`src/rtl/ppu_bg_fetch.sv`:
```
// Background tile fetch pipeline: an 8-phase NT/AT/pattern-lo/pattern-hi read sequence feeding 16-bit shifters, one pixel per clock.
// Optional left-edge clipping is enabled with PPU_BG_CLIP_EN, which adds the clip_left and x_pos inputs.
//
// phase        | meaning
// PH_NT        | nametable address presented
// PH_NT_CAP    | nametable byte returns, captured at end of phase
// PH_AT        | attribute address presented
// PH_AT_CAP    | attribute byte returns, quadrant bits captured
// PH_PT_LO     | pattern-lo address presented
// PH_PT_LO_CAP | pattern-lo byte returns, captured
// PH_PT_HI     | pattern-hi address presented
// PH_LOAD      | pattern-hi byte returns; shifters load at end, inc_hori high
module ppu_bg_fetch #(
  parameter logic [13:0] NT_BASE   = 14'h2000,
  parameter logic [9:0]  AT_OFFSET = 10'h3C0
) (
  input  logic        clk,
  input  logic        rst,
  input  logic        fetch_en,
  input  logic        shift_en,
  input  logic [14:0] v,
  input  logic        bg_pt_sel,
  input  logic [2:0]  fine_x,
  input  logic [7:0]  mem_data,
`ifdef PPU_BG_CLIP_EN
  input  logic        clip_left,
  input  logic [7:0]  x_pos,
`endif
  output logic [13:0] mem_addr,
  output logic        mem_rw,
  output logic [3:0]  pixel,
  output logic        inc_hori
);

  typedef enum logic [2:0] {
    PH_NT        = 3'd0,
    PH_NT_CAP    = 3'd1,
    PH_AT        = 3'd2,
    PH_AT_CAP    = 3'd3,
    PH_PT_LO     = 3'd4,
    PH_PT_LO_CAP = 3'd5,
    PH_PT_HI     = 3'd6,
    PH_LOAD      = 3'd7
  } phase_t;

  phase_t      phase_q, phase_d;
  logic [13:0] mem_addr_q, mem_addr_d;
  logic        run_q, run_d;
  logic        inc_hori_q, inc_hori_d;
  logic [7:0]  nt_byte_q, nt_byte_d;
  logic [1:0]  at_bits_q, at_bits_d;
  logic [7:0]  pt_lo_q, pt_lo_d;
  logic [15:0] pat_lo_q, pat_lo_d, pat_hi_q, pat_hi_d;
  logic [15:0] att_lo_q, att_lo_d, att_hi_q, att_hi_d;

  logic [13:0] nt_addr, at_addr, pt_addr;
  logic [1:0]  at_sel;
  logic        load;
  logic [15:0] pat_lo_sh, pat_hi_sh, att_lo_sh, att_hi_sh;
  logic [3:0]  idx;
  logic [3:0]  pix_raw;

  assign nt_addr = NT_BASE | {2'b00, v[11:0]};
  assign at_addr = NT_BASE | {2'b00, v[11:10], AT_OFFSET[9:6], v[9:7], v[4:2]};
  assign pt_addr = {1'b0, bg_pt_sel, nt_byte_q, 1'b0, v[14:12]};

  // Attribute quadrant select: {v[6], v[1]} picks the 2-bit field of the byte.
  always_comb begin
    case ({v[6], v[1]})
      2'b00:   at_sel = mem_data[1:0];
      2'b01:   at_sel = mem_data[3:2];
      2'b10:   at_sel = mem_data[5:4];
      default: at_sel = mem_data[7:6];
    endcase
  end

  always_ff @(posedge clk or posedge rst) begin
    if (rst) begin
      phase_q    <= PH_NT;
      mem_addr_q <= 14'h0000;
      run_q      <= 1'b0;
      inc_hori_q <= 1'b0;
      nt_byte_q  <= 8'h00;
      at_bits_q  <= 2'b00;
      pt_lo_q    <= 8'h00;
      pat_lo_q   <= 16'h0000;
      pat_hi_q   <= 16'h0000;
      att_lo_q   <= 16'h0000;
      att_hi_q   <= 16'h0000;
    end else begin
      phase_q    <= phase_d;
      mem_addr_q <= mem_addr_d;
      run_q      <= run_d;
      inc_hori_q <= inc_hori_d;
      nt_byte_q  <= nt_byte_d;
      at_bits_q  <= at_bits_d;
      pt_lo_q    <= pt_lo_d;
      pat_lo_q   <= pat_lo_d;
      pat_hi_q   <= pat_hi_d;
      att_lo_q   <= att_lo_d;
      att_hi_q   <= att_hi_d;
    end
  end

  always_comb begin
    phase_d    = phase_q;
    mem_addr_d = mem_addr_q;
    run_d      = fetch_en;
    inc_hori_d = 1'b0;
    nt_byte_d  = nt_byte_q;
    at_bits_d  = at_bits_q;
    pt_lo_d    = pt_lo_q;
    load       = 1'b0;
    if (!fetch_en) begin
      phase_d = PH_NT;
    end else begin
      phase_d = phase_t'(phase_q + 3'd1);
      case (phase_q)
        PH_NT_CAP:    nt_byte_d = mem_data;
        PH_AT_CAP:    at_bits_d = at_sel;
        PH_PT_LO_CAP: pt_lo_d   = mem_data;
        PH_LOAD:      load      = 1'b1;
        default: ;
      endcase
      case (phase_d)
        PH_NT:    mem_addr_d = nt_addr;
        PH_AT:    mem_addr_d = at_addr;
        PH_PT_LO: mem_addr_d = pt_addr;
        PH_PT_HI: mem_addr_d = pt_addr | 14'h0008;
        PH_LOAD:  inc_hori_d = 1'b1;
        default: ;
      endcase
      // A sequence starting from idle never saw the edge into PH_NT, so put the NT address out now.
      if (phase_q == PH_NT && !run_q) mem_addr_d = nt_addr;
    end
  end

  always_comb begin
    pat_lo_sh = shift_en ? {pat_lo_q[14:0], 1'b0} : pat_lo_q;
    pat_hi_sh = shift_en ? {pat_hi_q[14:0], 1'b0} : pat_hi_q;
    att_lo_sh = shift_en ? {att_lo_q[14:0], 1'b0} : att_lo_q;
    att_hi_sh = shift_en ? {att_hi_q[14:0], 1'b0} : att_hi_q;
    pat_lo_d  = load ? {pat_lo_sh[15:8], pt_lo_q}          : pat_lo_sh;
    pat_hi_d  = load ? {pat_hi_sh[15:8], mem_data}         : pat_hi_sh;
    att_lo_d  = load ? {att_lo_sh[15:8], {8{at_bits_q[0]}}} : att_lo_sh;
    att_hi_d  = load ? {att_hi_sh[15:8], {8{at_bits_q[1]}}} : att_hi_sh;
  end

  // Index 15 - fine_x.
  assign idx     = {1'b1, ~fine_x};
  assign pix_raw = {att_hi_q[idx], att_lo_q[idx], pat_hi_q[idx], pat_lo_q[idx]};

`ifdef PPU_BG_CLIP_EN
  assign pixel = (clip_left && (x_pos < 8'd8)) ? 4'h0 : pix_raw;
`else
  assign pixel = pix_raw;
`endif

  assign mem_addr = mem_addr_q;
  assign mem_rw   = 1'b1;
  assign inc_hori = inc_hori_q;

endmodule

```
`config.mk`:
```
export PLATFORM = sky130hd
export DESIGN_NAME = ppu_bg_fetch
export DESIGN_NICKNAME = d
export VERILOG_FILES = /design/src/rtl/ppu_bg_fetch.sv
export SDC_FILE = /design/constraint.sdc
export NUM_CORES = 1
export LEC_CHECK = 0
export ABC_CLOCK_PERIOD_IN_PS = 6800
export CAP_MARGIN = 20
export CORE_MARGIN = 10
export CORE_UTILIZATION = 40
export CTS_BUF_LIST = sky130_fd_sc_hd__clkbuf_8
export CTS_CLUSTER_SIZE = 12
export DETAILED_ROUTE_END_ITERATION = 8
export GPL_TIMING_DRIVEN = 0
export HOLD_SLACK_MARGIN = 0.1
export SYNTH_ARGS = -nofsm -noshare
export SYNTH_HDL_FRONTEND = slang
export SYNTH_SLANG_ARGS = --single-unit
```
`constraint.sdc`:
```
create_clock -name clk -period 6.8 [get_ports clk]
set_clock_uncertainty 0.05 [all_clocks]
set_input_delay 1.02 -clock clk [delete_from_list [all_inputs] [get_ports clk]]
set_output_delay 1.02 -clock clk [all_outputs]
set_load 0.05 [all_outputs]
```
==> impl_metrics.json <==
{
  "status": "finished, final reports clean",
  "die_area_um2": 16200,
  "grt_max_degree": 68,
  "ctsHtreeMaxLevel": 3,
  "end_kind": "primary output",
  "dr_total_vias": 2811,
  "timing.final.ws_setup_ps": 2910,
  "pin_count": 51,
  "hold_violations": 0,
  "period_share": 0.572,
  "grt_pass1_vias": 3024,
  "final_cell_mix": "dfrtp_1, mux2_2, clkdlybuf4s50_1, mux2i_1, a21oi_1",
  "synth_top_family_by_area": "multiplexers",
  "setup_viol": 0,
  "synthCells": 342,
  "synth_edf_count": 0,
  "slew_viol_final": 0,
  "grt_util_all_layers": 0.116,
  "post-place-cells": 532,
  "synthDistinctLibCells": 34,
  "drtAntennaViolNets": 0,
  "mostFrequentLayoutCell": "dfrtp_1",
  "maxCapViolations": 0,
  "finalNonFillerCells": 547,
  "synth_xor_area_frac": 0,
  "die_y_um": 127,
  "worst_pin_slew_ps": 658,
  "grt_pass1_wl_um": 15300,
  "synth_fa_ha_area_frac": 0.0217,
  "synth_compound_area_frac": 0.0667,
  "ys.flop_type": "dfrtp_1",
  "synth.mux.area_fraction": 0.284,
  "dp_hpwl_um": 6600,
  "reg2reg_from": "phase_q[0]",
  "yosysWarnings": 0,
  "leakagePower_nw": 2.59,
  "clkSlewWorstSetupHoldPaths_ps": 90,
  "clockBufferDepth": 2,
  "synthSimpleGateAreaFrac": 0.0526,
  "finalSetupTns_ps": 0,
  "drc": 0,
  "cts_hold_buf": 0,
  "clock.fmax_mhz": 257,
  "nets": 439,
  "rows": 39,
  "antenna_found_initial": 0,
  "clk_latency_ps": 360,
  "avgSynthCellArea_um2": 13.5,
  "syn_area_um2": 4620,
  "hold_path_class": "reg -> reg",
  "ys_seq_area_frac": 0.547,
  "hold_path.startpoint": "pt_lo_q[0]",
  "cts_resized": 0,
  "cts_buffers": 9,
  "place_worst_setup_slack_ps": 2890,
  "post_drt_via_cell_ratio": 5.14,
  "start_kind": "input pin",
  "drt-initial-drc-count": 120,
  "cts_setup_buffers": 0,
  "wl_um": 8950,
  "dr.pass1.iters": 4,
  "grt.overflow.total": 0,
  "worstPathMaxFanout": 8,
  "clock-root-buffer": "clkbuf_8",
  "cp-startpoint": "fine_x[0]",
  "area_growth_pct": 17.9,
  "syn-num-nets": 381,
  "fin_area_um2": 5440,
  "vdd_drop_max_v": 0.000160,
  "path_class": "in -> out",
  "cts.sinks": 101,
  "place_area_um2": 5290,
  "place_congestion": 0.743,
  "rsz0062_at_grt": "false",
  "initial_utilization": 0.406,
  "maxSlewHeadroom": 0.560,
  "synthArstFlopShare": 1.00,
  "layout-drive-gt1-share": 0.262,
  "period_minus_slack_ps": 3890,
  "die_w_um": 127,
  "antenna_cells": 0,
  "required_ps": 5730,
  "portBuffers": 46,
  "ys_ff_latch": 101,
  "arrival_ps": 2820,
  "tritoncts": "yes",
  "core_um2": 11400,
  "wire_per_inst_um": 16.4,
  "cellPowerDensity_nw_per_um2": 260
}
-- logic make-up after synthesis --
logic type / count (synthesis)
AOI/OAI and AO/OA: 47
adders and majority gates: 8
buffers and inverters: 28
DFF: 101
muxes: 110
other: 1
and+or+nand+nor: 47
-- metal layers --
layer	GRT usage	share of wire	up-vias	routed length [µm]
li1	-	-	1345	-
met4	0.0402	0.014	0	125
met5	0	0	-	0
met2	0.178	0.47	53	4210
met3	0.0476	0.072	11	647
met1	0.144	0.44	1402	3970
-- power by group --
part | leakage [nW] | switching, mW | internal (mW)
Combinational | 1.16 | 0.196 | 0.161
Sequential | 1.34 | 0.0512 | 0.683
Clock | 0.0874 | 0.197 | 0.128
Total | 2.59 | 0.443 | 0.972
-- final cells by class --
cell class	count	area [µm²]
Buffer	19	91.3
Clock buffer	9	124
Clock inverter	6	33.8
Fill cell	1056	5930
Inverter	9	36.3
Multi-Input combinational cell	213	1960
Sequential cell	101	2530
Tap cell	143	179
Timing Repair Buffer	47	488
-- worst max-delay path: stages --
cell and delay, ps:
buf_2 270, mux4_2 550, mux2_2 280, clkdlybuf4s50_1 700
-- state kept, by name (all words and copies together), names as in the netlist --
| signal | count |
|---|---|
| inc_hori | 1 |
| phase_q | 3 |
| pat_lo_q | 16 |
| pat_hi_q | 16 |
| nt_byte_q | 8 |
| mem_addr | 14 |
| att_hi_q | 16 |
| pt_lo_q | 8 |
| att_lo_q | 16 |
| at_bits_q | 2 |
| run_q | 1 |
-- cell usage after synthesis (2+ instances only) --
library cell,instances,share of area
a21oi_1,29,0.031
a221o_1,2,0.0043
a22o_1,3,0.0057
a22oi_1,2,0.0033
and2_1,2,0.0027
buf_1,3,0.0024
buf_2,7,0.0076
clkbuf_1,7,0.0057
dfrtp_1,101,0.55
ha_1,8,0.022
inv_1,9,0.0073
mux2_2,67,0.16
mux2i_1,33,0.072
mux4_2,10,0.049
nand2_1,8,0.0065
nand2b_1,2,0.0027
nand3_1,6,0.0065
nand3b_1,4,0.0065
nor2_1,18,0.015
nor2b_1,2,0.0027
nor3b_1,2,0.0033
o22ai_1,4,0.0054
o2bb2ai_1,2,0.0038
-- stage by stage --
stage          utilization  total power [mW]  hold slack, ps
2_1_floorplan            -             0.983             416
3_3_place_gp         0.462              1.10             430
3_5_place_dp         0.465              1.11             438
4_1_cts              0.479              1.44             459
5_1_grt              0.479              1.49             477
6_report             0.479              1.42             458
-- worst paths after layout --
check | cells after the start | slack (ps) | end
max | 4 | 2910 | pixel[2]
min | 2 | 460 | pat_lo_q[0]
max reg2reg | 6 | 4410 | mem_addr[3]
min reg2reg | 2 | 460 | pat_lo_q[0]
max in group asynchronous | 3 | 5050 | pat_hi_q[2]
min in group asynchronous | 2 | 980 | att_hi_q[15]
No activity file was read; power rests on OpenSTA's default activity.
